==> src/rtl/reg_spill_ctrl.sv <==
// Register-file spill/fill sequencer: copies every register to a fixed memory window and back.
// Optional build macro SPILL_SKIP_COUT_EN leaves the top register (COUT) out of both sequences.
module reg_spill_ctrl #(
   parameter int unsigned   count     = 3,
   parameter int unsigned   DW        = 8,
   parameter int unsigned   AW        = 8,
   parameter logic [AW-1:0] BASE_ADDR = AW'(8'hF0)
) (
   input  logic             clk,
   input  logic             reset,
   input  logic             save_req,
   input  logic             restore_req,
   output logic             busy,
   output logic             done,
   output logic [count-1:0] rf_rd_addr,
   input  logic [DW-1:0]    rf_rd_data,
   output logic             rf_wr_en,
   output logic [count-1:0] rf_wr_addr,
   output logic [DW-1:0]    rf_wr_data,
   output logic [AW-1:0]    mem_addr,
   output logic             mem_wr_en,
   output logic [DW-1:0]    mem_wr_data,
   output logic             mem_rd_en,
   input  logic [DW-1:0]    mem_rd_data
);

   localparam int unsigned IW   = count + 1;
   localparam int unsigned NREG = 1 << count;
`ifdef SPILL_SKIP_COUT_EN
   localparam int unsigned NSEQ = NREG - 1;
`else
   localparam int unsigned NSEQ = NREG;
`endif
   localparam logic [IW-1:0] LAST_IDX  = IW'(NSEQ - 1);
   localparam logic [IW-1:0] FINAL_IDX = IW'(NSEQ);

   typedef enum logic [1:0] {
      IDLE    = 2'd0,
      SAVE    = 2'd1,
      RESTORE = 2'd2,
      DONE    = 2'd3
   } state_t;

   state_t        state;
   state_t        state_next;
   logic [IW-1:0] idx;
   logic [IW-1:0] idx_next;
   logic [AW-1:0] slot_addr;

   // Spill slot for the current index; wraps modulo 2**AW past the top of memory.
   assign slot_addr = BASE_ADDR + AW'(idx);

   // State and index registers
   always_ff @(posedge clk) begin
      if (reset) begin
         state <= IDLE;
         idx   <= '0;
      end else begin
         state <= state_next;
         idx   <= idx_next;
      end
   end

   // Next state and port drive
   always_comb begin
      state_next  = state;
      idx_next    = idx;
      busy        = 1'b0;
      done        = 1'b0;
      rf_rd_addr  = '0;
      rf_wr_en    = 1'b0;
      rf_wr_addr  = '0;
      rf_wr_data  = '0;
      mem_addr    = '0;
      mem_wr_en   = 1'b0;
      mem_wr_data = '0;
      mem_rd_en   = 1'b0;

      unique case (state)
         IDLE: begin
            if (save_req) begin
               state_next = SAVE;
               idx_next   = '0;
            end else if (restore_req) begin
               state_next = RESTORE;
               idx_next   = '0;
            end
         end

         SAVE: begin
            busy        = 1'b1;
            rf_rd_addr  = count'(idx);
            mem_wr_en   = 1'b1;
            mem_addr    = slot_addr;
            mem_wr_data = rf_rd_data;
            if (idx == LAST_IDX) begin
               state_next = DONE;
               idx_next   = '0;
            end else begin
               idx_next = idx + IW'(1);
            end
         end

         // Read slot j while writing register j-1 from the previous cycle's read data.
         RESTORE: begin
            busy = 1'b1;
            if (idx < FINAL_IDX) begin
               mem_rd_en = 1'b1;
               mem_addr  = slot_addr;
            end
            if (idx != '0) begin
               rf_wr_en   = 1'b1;
               rf_wr_addr = count'(idx - IW'(1));
               rf_wr_data = mem_rd_data;
            end
            if (idx == FINAL_IDX) begin
               state_next = DONE;
               idx_next   = '0;
            end else begin
               idx_next = idx + IW'(1);
            end
         end

         DONE: begin
            busy       = 1'b1;
            done       = 1'b1;
            state_next = IDLE;
         end

         default: begin
            state_next = IDLE;
            idx_next   = '0;
         end
      endcase
   end

endmodule
==> config.mk <==
export PLATFORM = sky130hd
export DESIGN_NAME = reg_spill_ctrl
export DESIGN_NICKNAME = d
export VERILOG_FILES = /design/src/rtl/reg_spill_ctrl.sv
export SDC_FILE = /design/constraint.sdc
export NUM_CORES = 1
export LEC_CHECK = 0
export BUFFER_PORTS_ARGS = -buffer_cell sky130_fd_sc_hd__buf_2
export CELL_PAD_IN_SITES_DETAIL_PLACEMENT = 1
export CELL_PAD_IN_SITES_GLOBAL_PLACEMENT = 2
export CORE_MARGIN = 4
export CORE_UTILIZATION = 16
export DETAILED_ROUTE_END_ITERATION = 10
export GPL_TIMING_DRIVEN = 1
export PLACE_DENSITY = 0.83
export SKIP_CTS_REPAIR_TIMING = 1
export SYNTH_ARGS = -nofsm -noshare
export SYNTH_HDL_FRONTEND = slang
export SYNTH_SLANG_ARGS = --single-unit
==> constraint.sdc <==
create_clock -name clk -period 1.6 [get_ports clk]
set_input_delay 0 -clock clk [delete_from_list [all_inputs] [get_ports clk]]
set_output_delay 0 -clock clk [all_outputs]
set_load 0.05 [all_outputs]
### After elaboration in Yosys (flattened, before gate mapping)

Index checks and enable logic that the tools add are counted.

| cells by class | value |
|---|---|
| $add $sub $neg | 3 |
| reduce and logical (&&, ||, !) cells | 6 |
| multiplexer cells | 25 |
| equality and inequality tests | 8 |
| $lt $le $gt $ge | 1 |

Operators by type and width:

| kind | count |
|---|---|
| two-way mux 8 bit | 4 |
| two-way mux 4 bit | 4 |
| case mux 8 bit (2 select lines) | 1 |
| case mux 4 bit (3 select lines) | 1 |
| two-way mux 3 bit | 3 |
| two-way mux 2 bit | 4 |
| case mux 2 bit (4 select lines) | 1 |
| two-way mux 1 bit | 7 |
| adder 5 x 5 -> 6 bit, first input constant | 1 |
| adder 4 x 1 -> 4 bit, second input constant | 1 |
| equality test 2 bit, second input constant | 2 |
| equality test 4 x 3 -> 1 bit, second input constant | 1 |
| equality test 4 bit, second input constant | 1 |
| < comparator 4 bit, second input constant | 1 |
| != test 2 bit, second input constant | 2 |
| nonzero test 4 bit | 1 |
| != test 3 bit, second input constant | 1 |
| AND reduction 3 bit | 1 |
| nonzero test 3 bit | 1 |
| OR reduction 3 bit | 1 |
| subtractor 3 x 1 -> 3 bit, second input constant | 1 |
| equality test 2 x 1 -> 1 bit, second input constant | 1 |
| zero test 2 bit | 1 |
| AND reduction 2 bit | 1 |

| storage, ports and cells | value |
|---|---|
| input port bits | 20 |
| word-level logic and storage cells | 45 |
| output and inout port bits | 35 |
| bits in registers | 6 |

### Logic depth before layout (Yosys ltp)

Gate-level depths: netlist of run 1.

| depth | value |
|---|---|
| word-level depth | 3 |
| mapped depth | 6 |
| gate-level depth less buffers | 6 |

### Worst setup path after synthesis of run 1

No wires, ideal clock.

| timing | value |
|---|---|
| kind | register to output |
| from | register state[0] |
| to | output port mem_addr[0] |
| data required time | 1.600 ns |
| slack | -0.814 ns |
| buffers on the path | 0 |
| cell stages (with the launch flop) | 6 |
| arrival | 2.414 ns |
| cell sequence | dfxtp_1 inv_1 ha_1 nor2b_1 o21ai_0 nor2_1 |

| on the way | value |
|---|---|
| longest elaborated chain between the ends | 2 |
| elaborated cells between the ends (all ways) | 3 |
| classes of those cells | 2 x eq/ne; 1 x mux |

Ends and longest elaborated chain:

| what | RTL line | source |
|---|---|---|
| from (decl) | 44 | `state_t state;` |
| from (signal assigned) | 59 | `state <= state_next;` |
| equality test 2 bit or equality test 2 x 1 -> 1 bit (tied branches) | 79 | `unique case (state)` |
| case mux 8 bit (2 select lines) (*) | 79 |  |
| to (decl) | 20 | `output logic [AW-1:0] mem_addr,` |

Every way passes the cells marked *; elsewhere a longest branch is shown, timed or not.

### Final worst setup path of run 1

| timing | value |
|---|---|
| from | register idx[1] |
| to | output port rf_wr_data[3] |

| on the way | value |
|---|---|
| longest elaborated chain between the ends | 3 |

Ends and longest elaborated chain:

| what | RTL line | source |
|---|---|---|
| from (decl) | 46 | `logic [IW-1:0] idx;` |
| from (signal assigned) | 60 | `idx <= idx_next;` |
| nonzero test 4 bit | 111 | `if (idx != '0) begin` |
| two-way mux 8 bit | 111 |  |
| two-way mux 8 bit | 79 |  |
| to (decl) | 19 | `output logic [DW-1:0] rf_wr_data,` |

No other way between the ends.

==> impl_metrics.tcl, run 1 <==
set metrics [dict create \
    outcome "completed" \
    cp.arrival_ns 1.56 \
    drt-total-wl_mm 2.69 \
    synth.area.top_cells "and2_1, dfxtp_1, ha_1, nor2_1, inv_1" \
    worst_setup_path_start_kind "register" \
    synth.ff_latch_count 6 \
    vdd_ir_drop_max_uv 606 \
    drt_iter0_markers 20 \
    first_pass_iters 3 \
    synth_edf_count 0 \
    max-slew-margin-rel 0.794 \
    fill_cells 497 \
    synth_area_um2 683 \
    path_max_fanout 5 \
    grt_max_degree 14 \
    initial_core_util 0.168 \
    worst_hold_slack_ns 0.0487 \
    grt_usage 0.0880 \
    vias 892 \
    netlist_instances 90 \
    finalCritPeriodShare 0.978 \
    fin_setup_tns_ns 0 \
    h-tree-depth 1 \
    worstPathRequired_ns 1.60 \
    synth_cell_types 29 \
    clock_sinks 6 \
    clkSlewWorstSetupHoldPaths_ns 0.04 \
    critPathKind "reg2out" \
    fin_crit_ns 1.56 \
    clock-root-buffer "clkbuf_8" \
    grt_pass1_wl_mm 3.83 \
    dpl.hpwl_mm 2.14 \
    coreArea_mm2 0.00406 \
    synth_top_area_share 0.183 \
    overflow 0 \
    worst_pin_slew_ns 0.309 \
    dpl_cell_area_mm2 0.00114 \
    antenna_cells 0 \
    syn_nets 117 \
    antenna_found_initial 0 \
    clk_path_buf_depth 2 \
    drv_cap 0 \
    drc_errors 0 \
    skew_ns 0.000849 \
    finalInstanceArea_mm2 0.00142 \
    dieArea_mm2 0.00538 \
    worstSetupEndpointType "output port" \
    final_util 0.349 \
    gp_congestion 0.685 \
    yosys_warnings 0 \
    io_pins 55 \
    drt-wirelength-per-cell_um 12.8 \
    io_buffers 54 \
    rsz0062_at_grt "true" \
    antenna_left 0 \
    cts_tree "built" \
    power_density_mw_per_mm2 1530 \
    async_flop_share 0 \
    final-max-slew-violation-count 0 \
    synth_area_leader_cell "and2_1" \
    syn_area_per_cell_um2 7.59 \
    rrSetupSlack_ns 0.04 \
    drive_gt1_frac 0.700 \
    p_leak_nw 0.690 \
    final_nets 189 \
    clock.fmax_mhz 639 \
    power_mw 2.17 \
    min_path_type "in2reg" \
    rows 23 \
    grt_pass1_vias 823 \
    cts_made_buffers 3 \
    die_h_um 73.3 \
    die_width_um 73.3 \
    synth_seq_area_share 0.176 \
    via_per_inst 4.25 \
    clkLatencyLatePin_ns 0.22 \
    synthFlopType "dfxtp_1" \
    finalHoldViolCount 0 \
    syn_to_final_growth_pct 108 \
    finalSetupViolCount 0 \
]
==> cells in the final DEF (no fill, tap or decap), types with 3 or more instances in the layout <==
master    netlist  final
nor2_1          9      5
clkbuf_4        0      4
clkbuf_8        0      3
buf_4           3     15
nor2_2          0      4
nand3_1         3      3
ha_1            7      4
buf_8           0      9
buf_2           0     36
inv_2           0      5
ha_4            0      3
and2_4          0      9
buf_6           0      8
nand2_1         5      5
a21oi_1         4      4
and2_1         20     11
==> power breakdown <==
group | switching, mW | total, mW | internal [mW]
sequential | 0.0325 | 0.223 | 0.191
combinational | 1.08 | 1.72 | 0.640
clock | 0.0653 | 0.227 | 0.162
total | 1.18 | 2.17 | 0.992
==> synthesized netlist by cell type (2+ instances only) <==
master	number
nor2b_1	2
a211oi_2	2
ha_1	7
nor2_1	9
buf_4	3
nand3_1	3
nand2_1	5
o21ai_0	3
dfxtp_1	6
a21oi_1	4
inv_1	8
clkbuf_1	2
and2_1	20
==> stage by stage <==
stage	setup slack, ns	instances
after global routing	-0.0159	210
after CTS	-0.223	207
after detailed placement	-0.0422	204
final	0.0358	210
after floorplan	-0.127	90
after global placement	-0.0817	204
==> sequential cells by signal, indices dropped and copies added, names as in the netlist <==
signal	flops
idx	4
state	2
==> cell type report <==
type / count / area (µm²) / area share
inverters: 8 / 32.5 / 0.0229
multi-input cells: 71 / 603 / 0.425
repair buffers: 72 / 548 / 0.387
flip-flops and latches: 6 / 130 / 0.0918
clock buffers: 3 / 41.3 / 0.0291
well taps: 50 / 62.6 / 0.0441
==> logic make-up after synthesis <==
group,after synthesis,synth area share
AND/OR/NAND/NOR,48,0.410
flip-flops,6,0.176
AO/OA/AOI/OAI,16,0.198
buffers and inverters,13,0.0879
adder cells (fa/ha/maj),7,0.128
==> layer usage <==
layer,track usage,wire length [µm],vias up
met2,0.142,1130,57
met1,0.113,1100,393
li1,-,-,442
met3,0.0438,459,0
met4,0,0,0
met5,0,0,-
==> final timing paths <==
kind | start | end | cells past startpoint
setup / recovery | idx[1] | rf_wr_data[3] | 7
hold / removal | reset | idx[0] | 2
setup reg to reg | idx[0] | idx[3] | 6
hold reg to reg | state[1] | state[1] | 2
==> critical path, stage by stage, from the launching register on <==
cell and delay [ns]:
dfxtp_2 0.32, inv_2 0.08, ha_4 0.16, inv_2 0.04
o31a_1 0.32, buf_6 0.14, and2_4 0.14, buf_8 0.14
Note: power is estimated with default switching activity, not from simulation.
==> run 2: changes to the inputs <==
Settings changed: CORE_UTILIZATION 16 to 20, CTS_BUF_LIST set to sky130_fd_sc_hd__clkbuf_16, PLACE_DENSITY 0.83 to 0.95.
Clock period 1.6 ns to 1.9 ns, I/O delays scaled along.
==> run 2 against run 1 <==
Clock skew grew 0.00083 ns. Clock power rose by 48%. Worst hold slack got worse by 0.024 ns. Combinational power shrank 30%. First-iteration DRC count increased by 10%. Register-to-register slack improved by 0.10 ns. Non-clock buffer count is 14 lower. Critical path type unchanged. Critical endpoint is now mem_addr[0]. Largest power group unchanged.
==> impl_metrics.tcl, run 2 (same netlist as run 1, synthesis figures left out) <==
set metrics [dict create \
    drt-total-wl_mm 2.55 \
    largest_reg_flops 4 \
    io_pins 55 \
    clock_sinks 6 \
    mostFrequentLayoutCell "buf_2" \
    rrSetupSlack_ns 0.14 \
    rows 20 \
    grt_pass1_wl_mm 4.08 \
    fin_crit_ns 1.77 \
    mostFrequentLayoutCells "buf_2, and2_1, nor2_1" \
    drt-wirelength-per-cell_um 13.4 \
    clkLatencyLatePin_ns 0.22 \
    path_max_fanout 4 \
    coreArea_mm2 0.00315 \
    drive_gt1_frac 0.466 \
    grt_busiest_layer "met2" \
    dp.cells 186 \
    finalInstanceArea_mm2 0.00109 \
    worstSetupEndpointType "output port" \
    p_leak_nw 0.600 \
    max-slew-margin-rel 0.766 \
    final-max-slew-violation-count 0 \
    vias 844 \
    first_pass_iters 4 \
    rsz0062_at_grt "false" \
    final_cells 190 \
    dpl_cell_area_mm2 0.00101 \
    drc_errors 0 \
    finalCritPeriodShare 0.931 \
    slowest_delay_ns 0.38 \
    clock-root-buffer "clkbuf_16" \
    worstPathRequired_ns 1.90 \
    dpl.hpwl_mm 2.18 \
    skew_ns 0.00168 \
    drv_cap 0 \
    min_from "reset" \
    grt.met2_usage 0.222 \
    grt_pass1_vias 908 \
    gp_congestion 0.894 \
    outcome "completed" \
    clkSlewWorstSetupHoldPaths_ns 0.03 \
    critPathKind "reg2out" \
    crit_chain "inv_1, ha_1, buf_4, o21ai_0, buf_4, nor2_1, buf_2" \
    met1_usage 0.116 \
    die_h_um 66.4 \
    initial_core_util 0.217 \
    antenna_found_initial 0 \
    r2r_start "state[0]" \
    antenna_left 0 \
    ff2ff_path_depth 6 \
    cts_made_buffers 3 \
    worst_setup_path_start_kind "register" \
    cp.arrival_ns 1.77 \
    cp-startpoint "state[1]" \
    fin_setup_tns_ns 0 \
    r2r-end "state[1]" \
    h-tree-depth 1 \
    die_width_um 66.4 \
    gr-usage-met3 0.0527 \
    slowest_stage "dfxtp_1" \
    io_buffers 54 \
    grt_usage 0.119 \
    finalHoldViolCount 0 \
    clock.fmax_mhz 565 \
    worst_hold_slack_ns 0.0246 \
    grt_max_degree 13 \
    finalSetupViolCount 0 \
    vdd_ir_drop_max_uv 615 \
    dieArea_mm2 0.00441 \
    overflow 0 \
    cpMostUsedCell "buf_4" \
    antenna_cells 0 \
    reg_top3 "idx (4), state (2)" \
    power_density_mw_per_mm2 1560 \
    holdPathEnd "state[0]" \
    cts_tree "built" \
    worst_pin_slew_ns 0.349 \
    clk_path_buf_depth 2 \
    min_path_type "in2reg" \
    drt_iter0_markers 22 \
    syn_to_final_growth_pct 60.1 \
    final_nets 175 \
    via_per_inst 4.44 \
    top_register "idx" \
    holdPathStages 2 \
]
==> run 2: changes by cell type in the layout (fill, tap and decap cells not counted), sizes merged <==
cell,before,now
clkbuf,7,3
buf,68,58
==> run 2: cell type report <==
cell class | instances | area [µm²]
Multi-Input combinational cell | 71 | 513
Fill cell | 414 | 2060
Tap cell | 44 | 55.1
Timing Repair Buffer | 58 | 300
Clock buffer | 3 | 75.1
Inverter | 8 | 30.0
Sequential cell | 6 | 120
==> run 2: critical path, delay by kind of cell, from the launching register on <==
kind / cells / cell delay [ns]
buffers and inverters: 4 / 0.66
flip-flops: 1 / 0.38
adder cells (fa/ha/maj): 1 / 0.33
AND/OR/NAND/NOR: 1 / 0.09
AO/OA/AOI/OAI: 1 / 0.07
==> run 2: worst max-delay path by stage <==
stage | end | cells after the start
6_report | mem_addr[0] | 7
5_1_grt | mem_addr[1] | 7
4_1_cts | rf_wr_data[7] | 6
3_5_place_dp | state[1] | 6
3_3_place_gp | state[1] | 6
2_1_floorplan | mem_addr[0] | 5
==> run 2: metrics by stage <==
step	worst slack [ns]	total power, mW	utilization
floorplan	0.00889	1.12	-
global placement	0.248	1.35	0.321
detailed placement	0.149	1.39	0.321
CTS	0.0760	1.74	0.344
global route	0.00710	1.83	0.347
finish	0.131	1.71	0.347
==> run 2: report_power, final <==
group / leakage (nW) / internal (mW) / switching [mW] / total (mW)
clock: 0.0370 / 0.270 / 0.0658 / 0.335
sequential: 0.0488 / 0.151 / 0.0239 / 0.175
combinational: 0.514 / 0.370 / 0.827 / 1.20
==> run 2: routing by layer <==
metal	wire, µm	up-vias
li1	-	412
met1	1010	391
met2	1300	39
met3	223	2
met4	18	0
met5	0	-
